`config.mk`:
```
export PLATFORM = sky130hd
export DESIGN_NAME = sqrt_coeff_arbiter
export DESIGN_NICKNAME = d
export VERILOG_FILES = /design/src/rtl/awgn_pkg.sv /design/src/rtl/rr_arbiter.sv /design/src/rtl/sqrt_coeff_arbiter.sv
export SDC_FILE = /design/constraint.sdc
export NUM_CORES = 1
export LEC_CHECK = 0
export CORE_AREA = 4 4 104 106
export CTS_BUF_LIST = sky130_fd_sc_hd__clkbuf_16
export CTS_CLUSTER_SIZE = 30
export DETAILED_ROUTE_END_ITERATION = 7
export DIE_AREA = 0 0 108 110
export GPL_ROUTABILITY_DRIVEN = 0
export GPL_TIMING_DRIVEN = 0
export PLACE_DENSITY_LB_ADDON = 0.2
export SYNTH_ARGS = -nofsm -noshare
export SYNTH_HDL_FRONTEND = slang
export SYNTH_HIERARCHICAL = 1
export SYNTH_SLANG_ARGS = --single-unit
```
`constraint.sdc`:
```
create_clock -name clk -period 2.8 [get_ports clk]
set_clock_uncertainty 0.2 [all_clocks]
set_input_delay 0.56 -clock clk [delete_from_list [all_inputs] [get_ports clk]]
set_output_delay 0.56 -clock clk [all_outputs]
set_load 0.02 [all_outputs]
```
`src/rtl/awgn_pkg.sv`:
```
// Shared constants and types for the AWGN generator blocks.
// Includes ROM geometry, channel-state encoding and the in-flight read tag.
package awgn_pkg;

    localparam int unsigned AWGN_ADDR_W = 6;
    localparam int unsigned AWGN_C0_W   = 20;
    localparam int unsigned AWGN_C1_W   = 12;

    // Tag id is sized for the largest supported channel count.
    localparam int unsigned MAX_REQ = 4;
    localparam int unsigned ID_W    = $clog2(MAX_REQ);

    typedef logic [1:0] ch_state_t;

    localparam ch_state_t StIdle = 2'd0;
    localparam ch_state_t StPend = 2'd1;
    localparam ch_state_t StFull = 2'd2;

    typedef struct packed {
        logic            vld;
        logic [ID_W-1:0] id;
    } tag_t;

endpackage

```
`src/rtl/rr_arbiter.sv`:
```
// Round-robin arbiter: picks the first eligible index at or after ptr, wrapping.
// Produces a one-hot grant plus its binary index.
module rr_arbiter #(
    parameter int unsigned N = 2,
    localparam int unsigned IW = (N > 1) ? $clog2(N) : 1
) (
    input  logic [N-1:0]  eligible,
    input  logic [IW-1:0] ptr,
    output logic [N-1:0]  grant,
    output logic [IW-1:0] grant_idx,
    output logic          grant_vld
);

    int unsigned idx;

    always_comb begin
        grant     = '0;
        grant_idx = '0;
        grant_vld = 1'b0;
        idx       = 0;
        for (int unsigned k = 0; k < N; k++) begin
            idx = 32'(ptr) + k;
            if (idx >= N) begin
                idx = idx - N;
            end
            if (!grant_vld && eligible[idx]) begin
                grant_vld  = 1'b1;
                grant[idx] = 1'b1;
                grant_idx  = IW'(idx);
            end
        end
    end

endmodule

```
`src/rtl/sqrt_coeff_arbiter.sv`:
```
// Shares the sqrt-coefficient ROM between NUM_REQ requesters: round-robin grant,
// two-stage tag pipeline matching ROM latency, one-entry response buffer per channel.
module sqrt_coeff_arbiter
    import awgn_pkg::*;
#(
    parameter int unsigned NUM_REQ = 2,
    parameter int unsigned ADDR_W  = AWGN_ADDR_W,
    parameter int unsigned C0_W    = AWGN_C0_W,
    parameter int unsigned C1_W    = AWGN_C1_W
) (
    input  logic                      clk,
    input  logic                      rst,
    input  logic [NUM_REQ-1:0]        req_valid,
    output logic [NUM_REQ-1:0]        req_ready,
    input  logic [NUM_REQ*ADDR_W-1:0] req_addr,
    output logic [ADDR_W-1:0]         rom_addr,
    input  logic [C0_W-1:0]           rom_c0,
    input  logic [C1_W-1:0]           rom_c1,
    output logic [NUM_REQ-1:0]        rsp_valid,
    input  logic [NUM_REQ-1:0]        rsp_ready,
    output logic [NUM_REQ*C0_W-1:0]   rsp_c0,
    output logic [NUM_REQ*C1_W-1:0]   rsp_c1,
    output logic                      busy
);

    localparam int unsigned IW = $clog2(NUM_REQ);

    logic [NUM_REQ-1:0] eligible;
    logic [NUM_REQ-1:0] grant;
    logic [NUM_REQ-1:0] ch_active;
    logic [IW-1:0]      grant_idx;
    logic               grant_vld;
    logic [IW-1:0]      rr_q;
    logic [ADDR_W-1:0]  rom_addr_q;
    logic [ADDR_W-1:0]  addr_arr [NUM_REQ];
    tag_t               s1_q;
    tag_t               s2_q;

    rr_arbiter #(
        .N (NUM_REQ)
    ) u_arb (
        .eligible  (eligible),
        .ptr       (rr_q),
        .grant     (grant),
        .grant_idx (grant_idx),
        .grant_vld (grant_vld)
    );

    assign req_ready = grant;
    assign rom_addr  = rom_addr_q;
    assign busy      = (|ch_active) | s1_q.vld | s2_q.vld;

    always_ff @(posedge clk) begin
        if (rst) begin
            rr_q       <= '0;
            rom_addr_q <= '0;
            s1_q       <= '0;
            s2_q       <= '0;
        end else begin
            if (grant_vld) begin
                rom_addr_q <= addr_arr[grant_idx];
                rr_q       <= (grant_idx == IW'(NUM_REQ - 1)) ? '0 : grant_idx + IW'(1);
            end
            s1_q.vld <= grant_vld;
            s1_q.id  <= ID_W'(grant_idx);
            // s2 lines up with the cycle in which the ROM output reflects s1's address.
            s2_q     <= s1_q;
        end
    end

    for (genvar i = 0; i < NUM_REQ; i++) begin : g_ch
        ch_state_t       state_q;
        ch_state_t       state_d;
        logic [C0_W-1:0] c0_q;
        logic [C1_W-1:0] c1_q;
        logic            cap;
        logic            pop;

        assign addr_arr[i] = req_addr[i*ADDR_W +: ADDR_W];
        assign cap         = s2_q.vld && (s2_q.id == ID_W'(i));
        assign pop         = (state_q == StFull) && rsp_ready[i];
        // Reset gating keeps req_ready low during the reset cycle itself.
        assign eligible[i] = req_valid[i] && (state_q == StIdle) && !rst;
        assign ch_active[i] = (state_q != StIdle);
        assign rsp_valid[i] = (state_q == StFull);
        assign rsp_c0[i*C0_W +: C0_W] = c0_q;
        assign rsp_c1[i*C1_W +: C1_W] = c1_q;

        always_comb begin
            state_d = state_q;
            case (state_q)
                StIdle:  if (grant[i]) state_d = StPend;
                StPend:  if (cap)      state_d = StFull;
                StFull:  if (pop)      state_d = StIdle;
                default:               state_d = StIdle;
            endcase
        end

        always_ff @(posedge clk) begin
            if (rst) begin
                state_q <= StIdle;
                c0_q    <= '0;
                c1_q    <= '0;
            end else begin
                state_q <= state_d;
                if (cap) begin
                    c0_q <= rom_c0;
                    c1_q <= rom_c1;
                end
            end
        end
    end

endmodule

```
==> metrics.txt, run 1 <==
status finished clean; Worst-Skew Late Latency 320 ps; antenna violations before repair 0; CP Data Required Time 2040 ps; nets 531; first-pass GRT wire length 13.6 mm; Iter 0 DRT Violations 95; Min-Delay Path Depth 1; setup TNS 0 ps; Power Dens Cells between 500 and 600 nW/um^2; Max Slew Vio Count 0; I/O Buffers between 100 and 150; Clock Pin Slew Worst Setup and Hold Paths 60 ps; Syn Std Cell Area 2890 um^2; Post-Route WL approximately 8.6 mm; Worst R2R Path Depth 5; final instance area roughly 4600 um^2; Seq pwr share 47.6%; Leak Pwr 0.00156 uW; Antenna Nets Post-Route 0; Worst slew margin 62.8%; top post-synthesis cells by area dfxtp_1, nand2_1, a21oi_1, buf_6, mux2i_1; die height 110 um; Root Buffer clkbuf_16; 1st-pass router iterations 4; pin count of the biggest net entering global routing 13; WP data arrival 1940 ps; Distinct cells, synth 25; grt ovf 0; clock buffers created by TritonCTS 9; post-DR wirelength/cell between 10 and 15 um; CTS tree yes; Synth Net Count 397; clk buf depth 2; Worst setup SP type input port; core area 9770 um^2; Synth Instances 347; Max Cap Violations 0; Ports 125; Tightest Pin Transition 557 ps; Setup violations, final 0; fin crit share 96.3%; commonest cells after routing, fill and taps aside nand2_1, clkdlybuf4s50_1, dfxtp_1; commonest non-fill, non-tap cell in the layout nand2_1; synthesized area per cell 8.33 um^2; Detailed Place HPWL 6.39 mm; share of post-route cells with drive strength above 1 7.23%; Row Count 36; RSZ-0062 raised after global routing true; Sw Pwr 584 uW; H-tree depth 3; Synthesis Warnings 6; Total GRT Usage roughly 14%; synthesized flop and latch total 79; Sink Count 79; Yosys top cell area share between 50% and 60%; worst reg2reg setup slack 920 ps; Post-CTS Setup Inserts 0; vias in the first global route 2673; P_int 1890 uW; share of the yosys chip area belonging to registers 54.7%; Initial Utilization between 20 and 30%; most area-hungry cell type in the Yosys netlist dfxtp_1; antenna fix cells 0; Via density roughly 4.5; Die W 108 um; sw frac 23.6%; Worst Setup End Kind output pin; dpl cell area 4290 um^2; FMAX 371 MHz; minimum clock period after layout 2700 ps; Final Hold Slack 244 ps; drt drc 0; critical path class in2out; area of the die 11900 um^2; Hold Vio Cnt, Final 0; worst-path maximum fanout 4; Clk pwr share between 40% and 50%; Hold Crit Class reg2reg; maximum VDD drop approximately 0.23 mV; Post-Route Utilization between 40% and 50%; area growth from synthesis to layout 57.7%; DR vias 2756; Comb power frac 11.8%; Layout fillers 990
critical path, stage by stage:
cell             delay [ps]
clkdlybuf4s50_1         460
nor4b_2                 310
a21boi_1                250
dlygate4sd2_1           360
power groups by stage:
| stage | combinational [uW] | sequential, uW | clock, uW |
|---|---|---|---|
| finish | 293 | 1180 | 1000 |
| global route | 320 | 1180 | 1070 |
| global placement | 292 | 1200 | 0 |
| CTS | 297 | 1180 | 1030 |
| floorplan | 101 | 1230 | 0 |
| detailed placement | 296 | 1200 | 0 |
registers in the layout, indices dropped and copies added (netlist names):
name          count
g_ch.c1_q        24
s1_q              2
rom_addr          6
s2_q              2
rr_q              1
g_ch.c0_q        40
g_ch.state_q      4
stage by stage:
stage / worst slack (ps) / cells / power [uW]
after floorplan: 163 / 347 / 1330
after global placement: -424 / 603 / 1490
after global routing: -2.69 / 617 / 2570
final: 105 / 617 / 2480
after CTS: 7.38 / 617 / 2510
after detailed placement: -449 / 603 / 1500
synth_stat cells:
| master | instances |
|---|---|
| nor4_1 | 1 |
| nand3b_1 | 1 |
| nor2b_1 | 5 |
| a2111oi_4 | 1 |
| nor2_1 | 12 |
| a21oi_1 | 65 |
| buf_4 | 2 |
| inv_1 | 2 |
| and2_1 | 1 |
| dfxtp_1 | 79 |
| nor4b_1 | 2 |
| a2111oi_2 | 1 |
| buf_6 | 6 |
| a211oi_1 | 7 |
| or2_1 | 1 |
| nor3b_1 | 1 |
| a31oi_1 | 1 |
| a21boi_0 | 3 |
| buf_1 | 2 |
| nand2_1 | 130 |
| mux2i_1 | 6 |
| nor2b_2 | 1 |
| nand2b_1 | 2 |
| buf_2 | 8 |
| clkbuf_1 | 7 |
timing repair:
action | CTS | global route
hold endpoints to repair | 0 | 0
resized for setup | 4 | 3
hold buffers | 0 | 0
endpoints found under the setup margin | 2 | 2
layer usage:
layer	wire length (um)	GRT usage, %
met5	0	0
met4	113	4.78
met3	650	4.31
met2	4080	23.9
met1	3720	18.2
logic make-up after synthesis:
kind of cell	Yosys count	share of synthesized area, %
and+or+nand+nor	157	22.0
DFF	79	54.7
AOI/OAI and AO/OA	78	15.5
buffers and inverters	27	5.67
muxes	6	2.08
cell type report:
class                      instances  area (um^2)  share of cell area (%)
sequential                        79         1580                    34.7
timing repair buffer             123         1230                    26.9
multi-input combinational        241         1170                    25.6
clock buffer                       9          225                    4.94
tap                              133          166                    3.65
buffer                            25          156                    3.43
clock inverter                     5         27.5                   0.604
inverter                           2         7.51                   0.165
worst paths after layout:
path,startpoint,endpoint
setup / recovery,req_valid[0],req_ready[0]
hold / removal,s1_q[0],s2_q[0]
setup reg to reg,g_ch[0].state_q[0],rom_addr[2]
hold reg to reg,s1_q[0],s2_q[0]
No activity file was read; power rests on OpenSTA's default activity.
==> run 2, diff against run 1 <==
--- a/config.mk
+++ b/config.mk
@@ -5,15 +5,15 @@
 export SDC_FILE = /design/constraint.sdc
 export NUM_CORES = 1
 export LEC_CHECK = 0
-export CORE_AREA = 4 4 104 106
+export ABC_AREA = 0
+export CORE_AREA = 4 4 103 105
 export CTS_BUF_LIST = sky130_fd_sc_hd__clkbuf_16
 export CTS_CLUSTER_SIZE = 30
 export DETAILED_ROUTE_END_ITERATION = 7
-export DIE_AREA = 0 0 108 110
+export DIE_AREA = 0 0 107 109
 export GPL_ROUTABILITY_DRIVEN = 0
 export GPL_TIMING_DRIVEN = 0
 export PLACE_DENSITY_LB_ADDON = 0.2
 export SYNTH_ARGS = -nofsm -noshare
 export SYNTH_HDL_FRONTEND = slang
-export SYNTH_HIERARCHICAL = 1
 export SYNTH_SLANG_ARGS = --single-unit
==> metrics.txt, run 2 <==
status finished clean; Clk pwr share 45.0% (+4.4 points); Commonest cells post-synth nand2_1, dfxtp_1, a21oi_1; Max Slew Vio Count 0 (unchanged); Crit-path slowest cell clkdlybuf4s50_1; Worst Setup End Kind output pin; Top reg by flops g_ch.c0_q; reg2reg end rom_addr[3]; Row Count 36 (unchanged); post-DR wirelength/cell 14.5 um (+4.3%); Root Buffer clkbuf_16; antenna violations before repair 0 (unchanged); H-tree depth 3 (unchanged); Initial Utilization 29.8% (+0.17 points); Total GRT Usage 16.0% (+1.5 points); Worst slew margin 36.3% (-26 points); pin count of the biggest net entering global routing 15 (+2); vias in the first global route 2786 (+4.2%); min-delay src s1_q[0]; Die W 107 um (-0.93%); top post-synthesis cells by area dfxtp_1, nand2_1, a21oi_1, nor3_1, clkbuf_1; setup TNS 0 ps (unchanged); worst reg2reg setup slack 970 ps (+50 ps); share of post-route cells with drive strength above 1 4.83% (-2.4 points); Distinct cells, synth 24 (-4.0%); Syn Std Cell Area 2870 um^2 (-0.82%); CTS tree yes; number of enable flip-flop cells after synthesis 0 (unchanged); Clock Pin Slew Worst Setup and Hold Paths 60 ps (about the same); synthesized flop and latch total 79 (unchanged); Worst-Skew Late Latency 330 ps (about the same); Min-Delay Path Depth 1 (unchanged); Tightest Pin Transition 953 ps (+395 ps); Via density 4.58 (+2.6%); RSZ-0062 raised after global routing false; most frequent cell after synthesis nand2_1; fin crit share 97.4% (+1.2 points); core area 9640 um^2 (-1.4%); worst-path maximum fanout 8 (+4); Max Cap Violations 0 (unchanged); nets 542 (+2.1%); Comb power frac 12.6% (+0.8 points); Setup violations, final 0 (unchanged); Seq pwr share 42.4% (-5.2 points); grt ovf 0 (unchanged); antenna fix cells 0 (unchanged); minimum clock period after layout 2730 ps (+32.9 ps); Yosys top cell area share 55.1% (+0.45 points); Placed Cells 615 (+2.0%); Worst Hold End s2_q[0]; Buf/Inv on CP 3 (+1); Ports 125 (unchanged); CP Data Required Time 2040 ps (about the same); area growth from synthesis to layout 59.6%; Cell Chain, Critical Path clkdlybuf4s50_1 > or4b_1 > buf_2 > nor2_1 > buf_2; critical path class in2out; area of the die 11700 um^2 (-1.8%); Leak Pwr 0.00155 uW (-0.19%); Synthesis Warnings 0 (-6); Synth Net Count 409 (+3.0%); 1st-pass router iterations 4 (unchanged); crit-path most repeated cell buf_2; sw frac 24.4% (+0.80 points); maximum VDD drop 0.266 mV (+16%); Sink Count 79 (unchanged); Post-Route WL 9.13 mm (+6.5%); clk buf depth 2 (unchanged); FMAX 367 MHz (-1.2%); Detailed Place HPWL 6.63 mm (+3.7%); drt drc 0 (unchanged); share of the yosys chip area belonging to registers 55.1% (+0.45 points); synthesized area per cell 7.99 um^2 (-4.1%); Power Dens Cells 613 nW/um^2 (+13%); Synth Instances 359 (+3.5%); DR vias 2887 (+4.8%); Hold Vio Cnt, Final 0 (unchanged); Worst setup SP type input port; max incr delay on CP 490 ps (+30 ps); Crit path depth 5 (+1); Hold Crit Class reg2reg; final cell count without fillers 630 (+2.1%); die height 109 um (-0.91%); Sw Pwr 684 uW (+17%); P_int 2120 uW (+12%); Largest register FFs 40 (unchanged); WP data arrival 1970 ps (+30 ps); Antenna Nets Post-Route 0 (unchanged); commonest cells after routing, fill and taps aside nand2_1, clkdlybuf4s50_1, dfxtp_1; Post-CTS Setup Inserts 0 (unchanged); commonest non-fill, non-tap cell in the layout nand2_1; Layout fillers 984 (-0.61%); RR Startpoint g_ch[1].state_q[0]; Worst R2R Path Depth 3 (-2); I/O Buffers 123 (unchanged); most common flop cell mapped by yosys dfxtp_1; first-pass GRT wire length 14.4 mm (+6.0%); fraction of registers with async set or reset after synthesis 0% (unchanged); Iter 0 DRT Violations 111 (+17%); clock buffers created by TritonCTS 9 (unchanged); CP delay by family, top buffers and inverters; most area-hungry cell type in the Yosys netlist dfxtp_1
[run 2: cell types whose count changed after synthesis, sizes merged, moves of 3 or more]
cell,delta
a211oi,-7
nor3,+22
a21boi,-3
nor2,-5
nor4,+6
clkbuf,+18
mux2i,-6
buf,-15
[run 2: metal layers]
layer	track usage, %	part of all wire, %	up-vias	wire length (um)
met3	4.68	6.0	9	552
met2	26.8	48	80	4340
met5	0	0	-	0
li1	-	-	1459	-
met4	5.21	1.2	0	114
met1	20.0	45	1339	4120
[run 2: power groups by stage]
stage               registers (uW)  logic (uW)  clock network, uW
global placement              1210         356                  0
CTS                           1190         359               1290
floorplan                     1260         123                  0
global route                  1200         382               1350
finish                        1190         353               1260
detailed placement            1220         358                  0
[run 2: stage by stage]
stage | hold slack [ps] | utilization (%) | total power (uW) | setup WS (ps) | instance area, um^2
after CTS | 249 | 47.5 | 2840 | 37.5 | 4580
after floorplan | 214 | - | 1380 | 363 | 2870
final | 247 | 47.5 | 2810 | 71.7 | 4580
after global placement | 228 | 44.2 | 1570 | -543 | 4270
after detailed placement | 235 | 44.2 | 1570 | -548 | 4270
after global routing | 272 | 47.5 | 2920 | 9.59 | 4580
[run 2: final cells by class]
type	instances	area [um^2]	area share [%]
repair buffers	123	1220	26.7
inverters	1	3.75	0.0820
multi-input cells	251	1170	25.5
clock inverters	7	96.3	2.11
clock buffers	9	225	4.92
well taps	133	166	3.64
plain buffers	27	114	2.49
flip-flops and latches	79	1580	34.6
[run 2: cells by family after synthesis]
logic type / synth area share, %
buf+inv: 4.23
flops: 55.1
simple gates: 28.3
compound gates: 12.3
[run 2: timing repair]
| action | 4_1_cts | 5_1_grt |
|---|---|---|
| hold buffers | 0 | 0 |
| endpoints found under the setup margin | 2 | 1 |
| gates resized for setup | 9 | 1 |
[run 2: how the worst max path moves through the flow]
stage / from / end / slack, ps
final: req_valid[0] / req_ready[0] / 70
after floorplan: req_valid[1] / req_ready[1] / 360
after detailed placement: req_valid[1] / req_ready[1] / -550
after CTS: req_valid[1] / req_ready[1] / 40
after global placement: req_valid[1] / req_ready[1] / -540
after global routing: req_valid[0] / req_ready[0] / 10
[run 2: worst reg2reg max path, delay by kind of cell (launching register included)]
family	cells	cell delay [ps]
flops	1	370
simple gates	3	1170
==> run 3, diff against run 2 <==
==> constraint.sdc (replaced) <==
create_clock -name clk -period 3.54 [get_ports clk]
set_clock_uncertainty 0.2 [all_clocks]
set_input_delay 0.708 -clock clk [delete_from_list [all_inputs] [get_ports clk]]
set_output_delay 0.708 -clock clk [all_outputs]
set_load 0.02 [all_outputs]
==> metrics.txt, run 3 (synthesized netlist as in run 2, its figures left out) <==
DR vias 2879 (-0.28%); Reg area 1580 um^2 (unchanged); Max Cap Violations 0 (unchanged); final instance area 4590 um^2 (+0.27%); worst-path maximum fanout 9 (+1); CTS tree yes; die height 109 um (unchanged); Post-CTS Setup Inserts 0 (unchanged); vias in the first global route 2793 (+0.25%); antenna fix cells 0 (unchanged); Total GRT Usage 16.1% (+0.025 points); Root Buffer clkbuf_16; Hold Vio Cnt, Final 0 (unchanged); multi-input logic area 1160 um^2 (-0.21%); Antenna Nets Post-Route 0 (unchanged); Via density 4.56 (-0.44%); Die W 107 um (unchanged); Worst-Skew Late Latency 330 ps (about the same); Detailed Place HPWL 6.63 mm (unchanged); Iter 0 DRT Violations 123 (+11%); area of the die 11700 um^2 (unchanged); Worst setup SP type input port; antenna violations before repair 0 (unchanged); Power Dens Cells 484 nW/um^2 (-21%); Setup violations, final 0 (unchanged); nets 543 (+0.18%); I/O Buffers 123 (unchanged); CP Data Required Time 2630 ps (+590 ps); share of post-route cells with drive strength above 1 4.42% (-0.41 points); Leak Pwr 0.00157 uW (+1.0%); Ports 125 (unchanged); grt ovf 0 (unchanged); commonest cells after routing, fill and taps aside nand2_1, clkdlybuf4s50_1, dfxtp_1; WP data arrival 2450 ps (+480 ps); post-DR wirelength/cell 14.5 um (about the same); RR Startpoint g_ch[1].state_q[0]; Largest register FFs 40 (unchanged); dpl cell area 4270 um^2 (unchanged); Post-Route Utilization 47.6% (+0.13 points); total power 2220 uW (-21%); pin count of the biggest net entering global routing 15 (unchanged); crit path from req_valid[1]; first-pass GRT wire length 14.4 mm (+0.19%); Placed Cells 615 (unchanged); drt drc 0 (unchanged); 1st-pass router iterations 4 (unchanged); clock buffers created by TritonCTS 9 (unchanged); H-tree depth 3 (unchanged); critical path class in2out; Tightest Pin Transition 991 ps (+38.5 ps); Max Slew Vio Count 0 (unchanged); maximum VDD drop 0.210 mV (-21%); status finished clean; Worst slew margin 33.8% (-2.6 points); # hold bufs at CTS 0 (unchanged); Layout fillers 985 (+0.10%); RSZ-0062 raised after global routing false; fin crit share 94.8%; minimum clock period after layout between 3000 and 4000 ps; min-delay src s1_q[0]; Min-Delay Path Depth 1 (unchanged); Post-Route WL 9.14 mm (+0.14%); Sink Count 79 (unchanged); Row Count 36 (unchanged); setup TNS 0 ps (unchanged); Top reg by flops g_ch.c0_q; Clock Pin Slew Worst Setup and Hold Paths 60 ps (about the same); Worst Setup End Kind output pin; commonest non-fill, non-tap cell in the layout nand2_1; FMAX 298 MHz; area growth from synthesis to layout 60.0%; clk buf depth 2 (unchanged); core area 9640 um^2 (unchanged); Worst R2R Path Depth 3 (unchanged); final cell count without fillers 631 (+0.16%); Initial Utilization 29.8% (unchanged); Hold Crit Class reg2reg
run 3: cell types whose count changed in the layout (fill, tap and decap cells not counted):
| cell | delta |
|---|---|
| or3b_4 | -1 |
| buf_2 | -2 |
| dlygate4sd2_1 | +1 |
| dlymetal6s2s_1 | +1 |
| clkbuf_1 | +1 |
| or3b_2 | +1 |
run 3: critical path, stage by stage:
cell             delay, ps
clkdlybuf4s50_1        500
or3b_2                 450
clkbuf_1               230
nor3_1                 210
dlygate4sd2_1          350
run 3: layer usage:
metal	vias up	wire (um)	global-route usage [%]
met5	-	0	0
met4	0	116	5.21
met3	11	548	4.68
met2	78	4330	26.8
met1	1328	4150	20.0
li1	1462	-	-
run 3: layout make-up:
cell class              count  share of cell area [%]
inverters                   1                  0.0818
multi-input cells         251                    25.4
clock inverters             7                    2.10
plain buffers              28                    2.56
clock buffers               9                    4.91
well taps                 133                    3.63
repair buffers            123                    26.9
flip-flops and latches     79                    34.5
run 3: final timing paths:
check | end | slack (ps)
worst min-delay path | s2_q[0] | 250
worst min register to register | s2_q[0] | 250
worst max-delay path | req_ready[1] | 190
worst max register to register | rom_addr[1] | 1690
run 3: power breakdown:
group	total [uW]	switching, uW	internal, uW	leakage, uW
registers	942	19.2	923	0.000642
clock network	998	380	619	0.000153
logic	280	143	137	0.000775
total	2220	542	1680	0.00157
run 3: timing repair:
action                                 CTS  global route
pin swaps                                0             0
resized for setup                        1             1
setup endpoints to repair                1             1
endpoints found under the hold margin    0             0
run 3: through the flow:
step / worst slack, ps / hold slack, ps
finish: 185 / 245
CTS: 56.0 / 249
detailed placement: -104 / 235
floorplan: 807 / 214
global route: 50.1 / 272
global placement: -99.0 / 228
